### src/rtl/weight_fetch_sequencer_if.sv
// Weight fetch sequencer bundle: loader, BRAM port and MAC stream.
// The sequencer side uses the slave modport.
interface weight_fetch_sequencer_if #(
  parameter int AW = 5,
  parameter int DW = 16
);
  logic          START;
  logic          STALL;
  logic          LD_REQ;
  logic [AW-1:0] LD_ADDR;
  logic [DW-1:0] LD_DATA;
  logic          LD_ACK;
  logic [AW-1:0] BRAM_ADDR;
  logic [DW-1:0] BRAM_DI;
  logic          BRAM_EN;
  logic          BRAM_WE;
  logic [DW-1:0] BRAM_DO;
  logic [DW-1:0] W_OUT;
  logic [AW-1:0] W_IDX;
  logic          W_VALID;
  logic          W_LAST;
  logic          BUSY;
  logic          DONE;

  modport slave (
    input  START, STALL, LD_REQ,
    input  LD_ADDR, LD_DATA, BRAM_DO,
    output LD_ACK, BRAM_ADDR, BRAM_DI,
    output BRAM_EN, BRAM_WE,
    output W_OUT, W_IDX, W_VALID,
    output W_LAST, BUSY, DONE
  );

  modport master (
    output START, STALL, LD_REQ,
    output LD_ADDR, LD_DATA, BRAM_DO,
    input  LD_ACK, BRAM_ADDR, BRAM_DI,
    input  BRAM_EN, BRAM_WE,
    input  W_OUT, W_IDX, W_VALID,
    input  W_LAST, BUSY, DONE
  );
endinterface

### src/rtl/weight_fetch_sequencer.sv
// Shares one single-port weight BRAM between a host loader
// and an in-order weight stream feeding the neuron MAC.
module weight_fetch_sequencer #(
  parameter int DEPTH = 28,
  parameter int AW    = 5,
  parameter int DW    = 16
) (
  input logic CLK,
  input logic RST_N,
  weight_fetch_sequencer_if.slave bus
);

  typedef enum logic [1:0] {
    IDLE, LOAD, FETCH, DRAIN
  } state_e;

  localparam logic [AW-1:0] LAST = AW'(DEPTH - 1);
  localparam logic [AW:0] DEPTH_W = (AW + 1)'(DEPTH);

  state_e        state_q, state_d;
  logic [AW-1:0] cnt_q, cnt_d;
  logic          pend_q, pend_d;
  logic          ack_q, ack_d;
  logic          en_q, en_d;
  logic          we_q, we_d;
  logic [AW-1:0] addr_q, addr_d;
  logic [DW-1:0] di_q, di_d;
  logic [DW-1:0] w_out_q, w_out_d;
  logic [AW-1:0] w_idx_q, w_idx_d;
  logic          w_valid_q, w_valid_d;
  logic          w_last_q, w_last_d;
  logic          busy_q, busy_d;
  logic          done_q, done_d;
  logic          rd;

  always_comb begin
    state_d   = state_q;
    cnt_d     = cnt_q;
    pend_d    = pend_q;
    ack_d     = 1'b0;
    en_d      = 1'b0;
    we_d      = 1'b0;
    addr_d    = addr_q;
    di_d      = di_q;
    done_d    = 1'b0;
    w_out_d   = w_out_q;
    w_idx_d   = w_idx_q;
    // A read issued this cycle lands at the next posedge.
    rd        = en_q & ~we_q;
    w_valid_d = rd;
    w_last_d  = rd & (addr_q == LAST);
    if (rd) begin
      w_out_d = bus.BRAM_DO;
      w_idx_d = addr_q;
    end
    unique case (state_q)
      IDLE: begin
        if (bus.LD_REQ) begin
          state_d = LOAD;
          ack_d   = 1'b1;
          pend_d  = pend_q | bus.START;
          if ({1'b0, bus.LD_ADDR} < DEPTH_W) begin
            en_d   = 1'b1;
            we_d   = 1'b1;
            addr_d = bus.LD_ADDR;
            di_d   = bus.LD_DATA;
          end
        end else if (bus.START | pend_q) begin
          state_d = FETCH;
          pend_d  = 1'b0;
          cnt_d   = '0;
          en_d    = 1'b1;
          addr_d  = '0;
        end
      end
      LOAD: begin
        state_d = IDLE;
        pend_d  = pend_q | bus.START;
      end
      FETCH: begin
        pend_d = pend_q | bus.START;
        if (cnt_q == LAST) begin
          state_d = DRAIN;
        end else if (!bus.STALL) begin
          cnt_d  = cnt_q + 1'b1;
          en_d   = 1'b1;
          addr_d = cnt_q + 1'b1;
        end
      end
      DRAIN: begin
        pend_d  = pend_q | bus.START;
        state_d = IDLE;
        done_d  = 1'b1;
      end
    endcase
    // BUSY stays up through the DONE cycle.
    busy_d = (state_d != IDLE) | done_d;
  end

  always_ff @(posedge CLK or negedge RST_N) begin
    if (!RST_N) begin
      state_q   <= IDLE;
      cnt_q     <= '0;
      pend_q    <= 1'b0;
      ack_q     <= 1'b0;
      en_q      <= 1'b0;
      we_q      <= 1'b0;
      addr_q    <= '0;
      di_q      <= '0;
      w_out_q   <= '0;
      w_idx_q   <= '0;
      w_valid_q <= 1'b0;
      w_last_q  <= 1'b0;
      busy_q    <= 1'b0;
      done_q    <= 1'b0;
    end else begin
      state_q   <= state_d;
      cnt_q     <= cnt_d;
      pend_q    <= pend_d;
      ack_q     <= ack_d;
      en_q      <= en_d;
      we_q      <= we_d;
      addr_q    <= addr_d;
      di_q      <= di_d;
      w_out_q   <= w_out_d;
      w_idx_q   <= w_idx_d;
      w_valid_q <= w_valid_d;
      w_last_q  <= w_last_d;
      busy_q    <= busy_d;
      done_q    <= done_d;
    end
  end

  assign bus.LD_ACK    = ack_q;
  assign bus.BRAM_EN   = en_q;
  assign bus.BRAM_WE   = we_q;
  assign bus.BRAM_ADDR = addr_q;
  assign bus.BRAM_DI   = di_q;
  assign bus.W_OUT     = w_out_q;
  assign bus.W_IDX     = w_idx_q;
  assign bus.W_VALID   = w_valid_q;
  assign bus.W_LAST    = w_last_q;
  assign bus.BUSY      = busy_q;
  assign bus.DONE      = done_q;

endmodule

### src/flat_wrapper.sv
// flat-port wrapper written by rule: the top's interface ports become plain ports
module weight_fetch_sequencer_flat 
#(
  parameter int DEPTH = 28,
  parameter int AW    = 5,
  parameter int DW    = 16
)
  (CLK, RST_N, bus_START, bus_STALL, bus_LD_REQ, bus_LD_ADDR, bus_LD_DATA, bus_BRAM_DO, bus_LD_ACK, bus_BRAM_ADDR, bus_BRAM_DI, bus_BRAM_EN, bus_BRAM_WE, bus_W_OUT, bus_W_IDX, bus_W_VALID, bus_W_LAST, bus_BUSY, bus_DONE);
  weight_fetch_sequencer_if #(.AW(AW), .DW(DW)) bus_i ();
  input logic CLK;
  input logic RST_N;
  input wire logic [$bits(bus_i.START)-1:0] bus_START;
  input wire logic [$bits(bus_i.STALL)-1:0] bus_STALL;
  input wire logic [$bits(bus_i.LD_REQ)-1:0] bus_LD_REQ;
  input wire logic [$bits(bus_i.LD_ADDR)-1:0] bus_LD_ADDR;
  input wire logic [$bits(bus_i.LD_DATA)-1:0] bus_LD_DATA;
  input wire logic [$bits(bus_i.BRAM_DO)-1:0] bus_BRAM_DO;
  output wire logic [$bits(bus_i.LD_ACK)-1:0] bus_LD_ACK;
  output wire logic [$bits(bus_i.BRAM_ADDR)-1:0] bus_BRAM_ADDR;
  output wire logic [$bits(bus_i.BRAM_DI)-1:0] bus_BRAM_DI;
  output wire logic [$bits(bus_i.BRAM_EN)-1:0] bus_BRAM_EN;
  output wire logic [$bits(bus_i.BRAM_WE)-1:0] bus_BRAM_WE;
  output wire logic [$bits(bus_i.W_OUT)-1:0] bus_W_OUT;
  output wire logic [$bits(bus_i.W_IDX)-1:0] bus_W_IDX;
  output wire logic [$bits(bus_i.W_VALID)-1:0] bus_W_VALID;
  output wire logic [$bits(bus_i.W_LAST)-1:0] bus_W_LAST;
  output wire logic [$bits(bus_i.BUSY)-1:0] bus_BUSY;
  output wire logic [$bits(bus_i.DONE)-1:0] bus_DONE;
  assign bus_i.START = bus_START;
  assign bus_i.STALL = bus_STALL;
  assign bus_i.LD_REQ = bus_LD_REQ;
  assign bus_i.LD_ADDR = bus_LD_ADDR;
  assign bus_i.LD_DATA = bus_LD_DATA;
  assign bus_i.BRAM_DO = bus_BRAM_DO;
  assign bus_LD_ACK = bus_i.LD_ACK;
  assign bus_BRAM_ADDR = bus_i.BRAM_ADDR;
  assign bus_BRAM_DI = bus_i.BRAM_DI;
  assign bus_BRAM_EN = bus_i.BRAM_EN;
  assign bus_BRAM_WE = bus_i.BRAM_WE;
  assign bus_W_OUT = bus_i.W_OUT;
  assign bus_W_IDX = bus_i.W_IDX;
  assign bus_W_VALID = bus_i.W_VALID;
  assign bus_W_LAST = bus_i.W_LAST;
  assign bus_BUSY = bus_i.BUSY;
  assign bus_DONE = bus_i.DONE;
  weight_fetch_sequencer #(.DEPTH(DEPTH), .AW(AW), .DW(DW)) u_core (.CLK(CLK), .RST_N(RST_N), .bus(bus_i));
endmodule
### config.mk
export PLATFORM = sky130hd
export DESIGN_NAME = weight_fetch_sequencer_flat
export DESIGN_NICKNAME = d
export VERILOG_FILES = /design/src/rtl/weight_fetch_sequencer_if.sv /design/src/rtl/weight_fetch_sequencer.sv /design/src/flat_wrapper.sv
export SDC_FILE = /design/constraint.sdc
export NUM_CORES = 1
export LEC_CHECK = 0
export ABC_AREA = 1
export CORE_ASPECT_RATIO = 1.75
export CORE_UTILIZATION = 43
export CTS_BUF_LIST = sky130_fd_sc_hd__clkbuf_8 sky130_fd_sc_hd__clkbuf_16
export CTS_CLUSTER_DIAMETER = 150
export DETAILED_ROUTE_END_ITERATION = 7
export GPL_ROUTABILITY_DRIVEN = 0
export PLACE_DENSITY = 0.79
export SYNTH_ARGS = -nofsm -noshare
export SYNTH_HDL_FRONTEND = slang
export SYNTH_SLANG_ARGS = --single-unit
### constraint.sdc
create_clock -name CLK -period 1.4 [get_ports CLK]
set_input_delay 0.35 -clock CLK [delete_from_list [all_inputs] [get_ports CLK]]
set_output_delay 0.35 -clock CLK [all_outputs]
set_load 0.02 [all_outputs]
### Word-level counts from Yosys, hierarchy flattened

Index checks and enable logic that the tools add are counted.

* flip-flop bits (word level): 57
* latch bits: 0
* memory bits (writable): 0
* memory bits (read-only): 0
* word-level logic and storage cells: 66
* memories kept: 0

* add/subtract/negate cells: 1
* $mul: 0
* divide/modulo/power cells: 0
* $lt $le $gt $ge: 1
* equality and inequality tests: 11
* shifts and indexed selects: 0
* mux-type cells: 26
* bitwise operators: 5
* reductions and logical operators: 8

Operators with widths (number)
* 2-to-1 mux 5 bit: 6
* one-hot mux 5 bit (2 select lines): 2
* 2-to-1 mux 1 bit: 12
* equality test 5 bit, second input constant: 2
* AND reduction 5 bit: 2
* 2-to-1 mux 2 bit: 3
* inequality test 2 bit, second input constant: 3
* inequality test 3 x 2 -> 1 bit, second input constant: 2
* one-hot mux 2 bit (3 select lines): 1
* adder 5 x 1 -> 5 bit, second input constant: 1
* less-than comparator 5 bit, second input constant: 1
* equality test 2 bit, second input constant: 2
* one-hot mux 1 bit (2 select lines): 2
* nonzero test 2 bit: 2
* AND reduction 3 bit: 1
* OR reduction 3 bit: 1
* AND 1 bit: 2
* equality test 2 x 1 -> 1 bit, second input constant: 1
* logical NOT 2 bit: 1
* inequality test 2 x 1 -> 1 bit, second input constant: 1
* OR 1 bit: 2
* OR reduction 2 bit: 1
* inverter 1 bit: 1

### Longest topological paths before layout

* word-level depth: 6
* gate-level depth with buffers: 8
* depth with buffers taken out: 8

### Least setup slack after synthesis

OpenSTA, ideal clock, no wires.

* path type: flip-flop to flip-flop
* from: reg u_core.cnt_q[0]
* to: reg u_core.cnt_q[2]
* setup time: 65 ps
* arrival: 1206 ps
* data required time: 1335 ps
* slack: 129 ps
* stages on the path, launching flop included: 9
* period minus slack after synthesis: 1271 ps
* cells stage by stage: dfrtp_1 -> ha_1 -> nand2_1 -> inv_1 -> nand3_1 -> nand2_1 -> nor2_1 -> nand2_1 -> nand2_1

* longest elaborated chain between the ends: 4
* elaborated cells on any way between the ends: 7
* classes of those cells: add/sub: 1; eq/ne: 2; mux: 3; reduce/logical: 1

Ends and longest elaborated chain
* start, declared: line weight_fetch_sequencer.sv:21 `logic [AW-1:0] cnt_q, cnt_d;`
* start signal, assigned: line weight_fetch_sequencer.sv:118 `cnt_q <= cnt_d;`
* adder 5 x 1 -> 5 bit: line weight_fetch_sequencer.sv:85 `cnt_d = cnt_q + 1'b1;`
* 2-to-1 mux 5 bit: line weight_fetch_sequencer.sv:84 `end else if (!bus.STALL) begin`
* 2-to-1 mux 5 bit: line weight_fetch_sequencer.sv:82 `if (cnt_q == LAST) begin`
* one-hot mux 5 bit (2 select lines): line weight_fetch_sequencer.sv:56 `unique case (state_q)`

Several ways; a longest one is shown, not always the timed one. The select of a mux whose other input is x is not followed.
A chain may end at the register's enable or synchronous reset.

### Worst setup path after layout

* from: reg u_core.en_q, in the netlist u_core.bus.BRAM_EN
* to: out bus_BRAM_EN

RTL lines
* start, declared: line weight_fetch_sequencer.sv:24 `logic en_q, en_d;`
* start signal, assigned: line weight_fetch_sequencer.sv:121 `en_q <= en_d;`
* end, declared: line flat_wrapper.sv:21 `output wire logic [$bits(bus_i.BRAM_EN)-1:0] bus_BRAM_EN;`

No word-level cell between the ends.

==> reports/results.ini <==
[clock_network]
htreeDepth = 3
cts-root-buf = clkbuf_8
clock_latency_ns = 0.34
clk_pin_slew_ns = 0.06
cts_tree = yes
cts_buffers = 9
clock_sinks = 57
cts.path.max_buffers = 2

[sta]
worst_pin_slew_ns = 0.6343
hold_viol = 0
period_needed_ns = 1.378
setup_viol = 0
max-slew-margin-rel = 0.5767
finalCritPeriodShare = 0.9841
slew_viol_final = 0
rsz0062_at_grt = yes
max_freq_mhz = 725.8
fin_worst_skew_ns = 0.005427
setup_ws_ns = 0.02224

[routing]
final_antenna_net_count = 0
drt_iter0_markers = 118
viasPerCell = 4.826
remaining_drc_errors = 7
wl_per_cell_um = 13.30
vias = 2196
routed_wl_um = 6052
firstDrtPassIters = 7

[placed_design]
io_buffers = 90
place_ws_ns = -0.2411
hpwl_um = 4356

[power_and_ir_drop]
ir_worst_vdd_v = 0.001050
powerDensity_mw_per_mm2 = 2188
leakagePower_uw = 0.001927
p_total_uw = 7795

[min_path]
min_path_type = reg2reg

[floorplan]
die_x_um = 57.99
die_h_um = 99.97
die_area_sq_mm = 0.005797
core-area_sq_mm = 0.005255
start_util = 0.4488
rows = 35
top_level_ports = 91

[critical_path]
path_buf_inv = 1
path_max_fanout = 2
critPathRequiredTime_ns = 1.05
crit_path_max_incr_delay_ns = 0.37
start_kind = flop
cp_cell_sequence = dlygate4sd2_1
critPathCaptureType = output pin
crit_family = flip-flops
critPathKind = reg2out
crit_arrival_ns = 1.03
crit_path_top_delay_cell = dfrtp_1
rrSetupSlack_ns = 0.07

[yosys]
synth_top_area_share = 0.6048
synth_cell_type_count = 19
syn_area_sq_mm = 0.002359
synth_top_area_cell = dfrtp_1
syn-num-nets = 320
synthTopCellsByArea = dfrtp_1 (60%), nand2_1 (23%), nand3_1 (2.8%)
ys_seq_elements = 57
yosys_warnings = 0
synthCells = 277
ys_seq_area_frac = 0.6048
syn_area_per_cell_sq_um = 8.514

[finish]
nFillCells = 428
fin_nets = 438
syn_to_final_growth_pct = 51.09
antenna_cells = 0
utilization = 0.6781
drive_gt1_frac = 0.1800

[run_status]
status = complete, but fails checks
violations = DRC

[grt]
grt_usage = 0.2280
grt_max_degree = 38
grt_pass1_vias = 2167
antenna_found_initial = 0
grt_overflow = 0
grt_first_pass_wirelength_um = 9887

[job]
cap_violations = 0

registers in the layout, summed over array words and instances (netlist names):
register,count
u_core.bus.W_OUT,16
u_core.bus.BRAM_WE,1
u_core.bus.LD_ACK,1
u_core.bus.W_IDX,5
u_core.bus.BRAM_EN,1
u_core.cnt_q,5
u_core.bus.BUSY,1
u_core.bus.BRAM_DI,16
u_core.bus.W_VALID,1
u_core.pend_q,1
u_core.state_q,2
u_core.bus.BRAM_ADDR,5
u_core.bus.W_LAST,1
u_core.bus.DONE,1
worst reg2reg max path, stage by stage (launching register included):
cell and delay [ns]:
dfrtp_1 0.44, inv_2 0.10, nand2_1 0.09, nor2_4 0.20, nand2_4 0.13, buf_12 0.17
nand2_1 0.06, nand2_1 0.05
per-layer routing:
| metal | vias to the layer above | GRT usage | part of all wire |
|---|---|---|---|
| li1 | 1096 | - | - |
| met1 | 1036 | 0.2334 | 0.37 |
| met2 | 56 | 0.4288 | 0.57 |
| met3 | 8 | 0.05670 | 0.042 |
| met4 | 0 | 0.08791 | 0.018 |
| met5 | - | 0 | 0 |
power breakdown:
| group | switching, uW | internal (uW) |
|---|---|---|
| combinational | 2280 | 1440 |
| sequential | 389 | 2350 |
| clock | 689 | 636 |
| total | 3360 | 4430 |
cell type report:
class / count / area (sq um) / area share
tap: 55 / 68.82 / 0.01931
multi-input combinational: 195 / 833.3 / 0.2338
sequential: 57 / 1426 / 0.4003
clock buffer: 9 / 123.9 / 0.03476
timing repair buffer: 115 / 996.0 / 0.2795
inverter: 17 / 68.82 / 0.01931
clock inverter: 7 / 46.29 / 0.01299
cells in the mapped netlist:
cell and n:
nor2_2 1, dfrtp_1 57, buf_6 1, buf_2 3, buf_4 1, nor2_4 1
inv_4 1, nand3_1 13, ha_1 1, nand3_2 2, o21ai_0 5, inv_2 1
clkbuf_1 4, a21oi_1 2, nand2_1 147, nand4_1 10, nand2_4 1, nor2_1 11
inv_1 15
repair_timing:
item                                    in CTS  in global routing
hold buffers                                 1                  0
resized for setup                           71                 46
pin swaps                                    0                  2
endpoints found under the setup margin      49                 56
setup buffers                                0                  2
cloned                                       0                  1
endpoints found under the hold margin       20                  0
cell usage in the layout, fill, tap and decap left out:
cell type,instances
nand3_2,3
buf_2,2
buf_4,23
dlygate4sd3_1,1
nand2_2,1
a21oi_1,2
inv_6,2
o21ai_0,5
ha_2,1
nor2_4,1
nand4_1,10
clkinv_2,3
inv_1,14
inv_2,2
dlygate4sd2_1,6
clkbuf_2,18
dfrtp_1,57
nand2_1,147
buf_12,1
clkbuf_8,9
clkdlybuf4s15_1,24
nand2_4,1
nand3_1,12
nor2_2,2
clkinvlp_4,3
clkdlybuf4s50_1,40
nor2_1,10
metrics by stage:
step | hold slack (ns) | instances | area, sq um | TNS, ns
5_1_grt | 0.4796 | 455 | 3563 | -0.1006
2_1_floorplan | 0.05441 | 277 | 2359 | 0
3_5_place_dp | 0.3403 | 435 | 3452 | -5.804
6_report | 0.4656 | 455 | 3563 | 0
4_1_cts | 0.4687 | 452 | 3598 | 0
3_3_place_gp | 0.3376 | 435 | 3452 | -4.948
path summary, 6_finish.rpt:
check	startpoint	end	depth (start not counted)
max	u_core.bus.BRAM_EN	bus_BRAM_EN	1
min	u_core.bus.W_OUT[10]	u_core.bus.W_OUT[10]	2
max reg2reg	u_core.state_q[1]	u_core.bus.BRAM_DI[2]	7
min reg2reg	u_core.bus.W_OUT[10]	u_core.bus.W_OUT[10]	2
max in group asynchronous	RST_N	u_core.bus.W_OUT[5]	3
min in group asynchronous	RST_N	u_core.bus.BRAM_DI[7]	3
kinds of logic after synthesis:
kind of cell | share of synthesized area
DFF | 0.6048
buffers and inverters | 0.04880
adders and majority gates | 0.005304
and+or+nand+nor | 0.3263
AOI/OAI and AO/OA | 0.01485
Power figures use the tool's default switching activity.
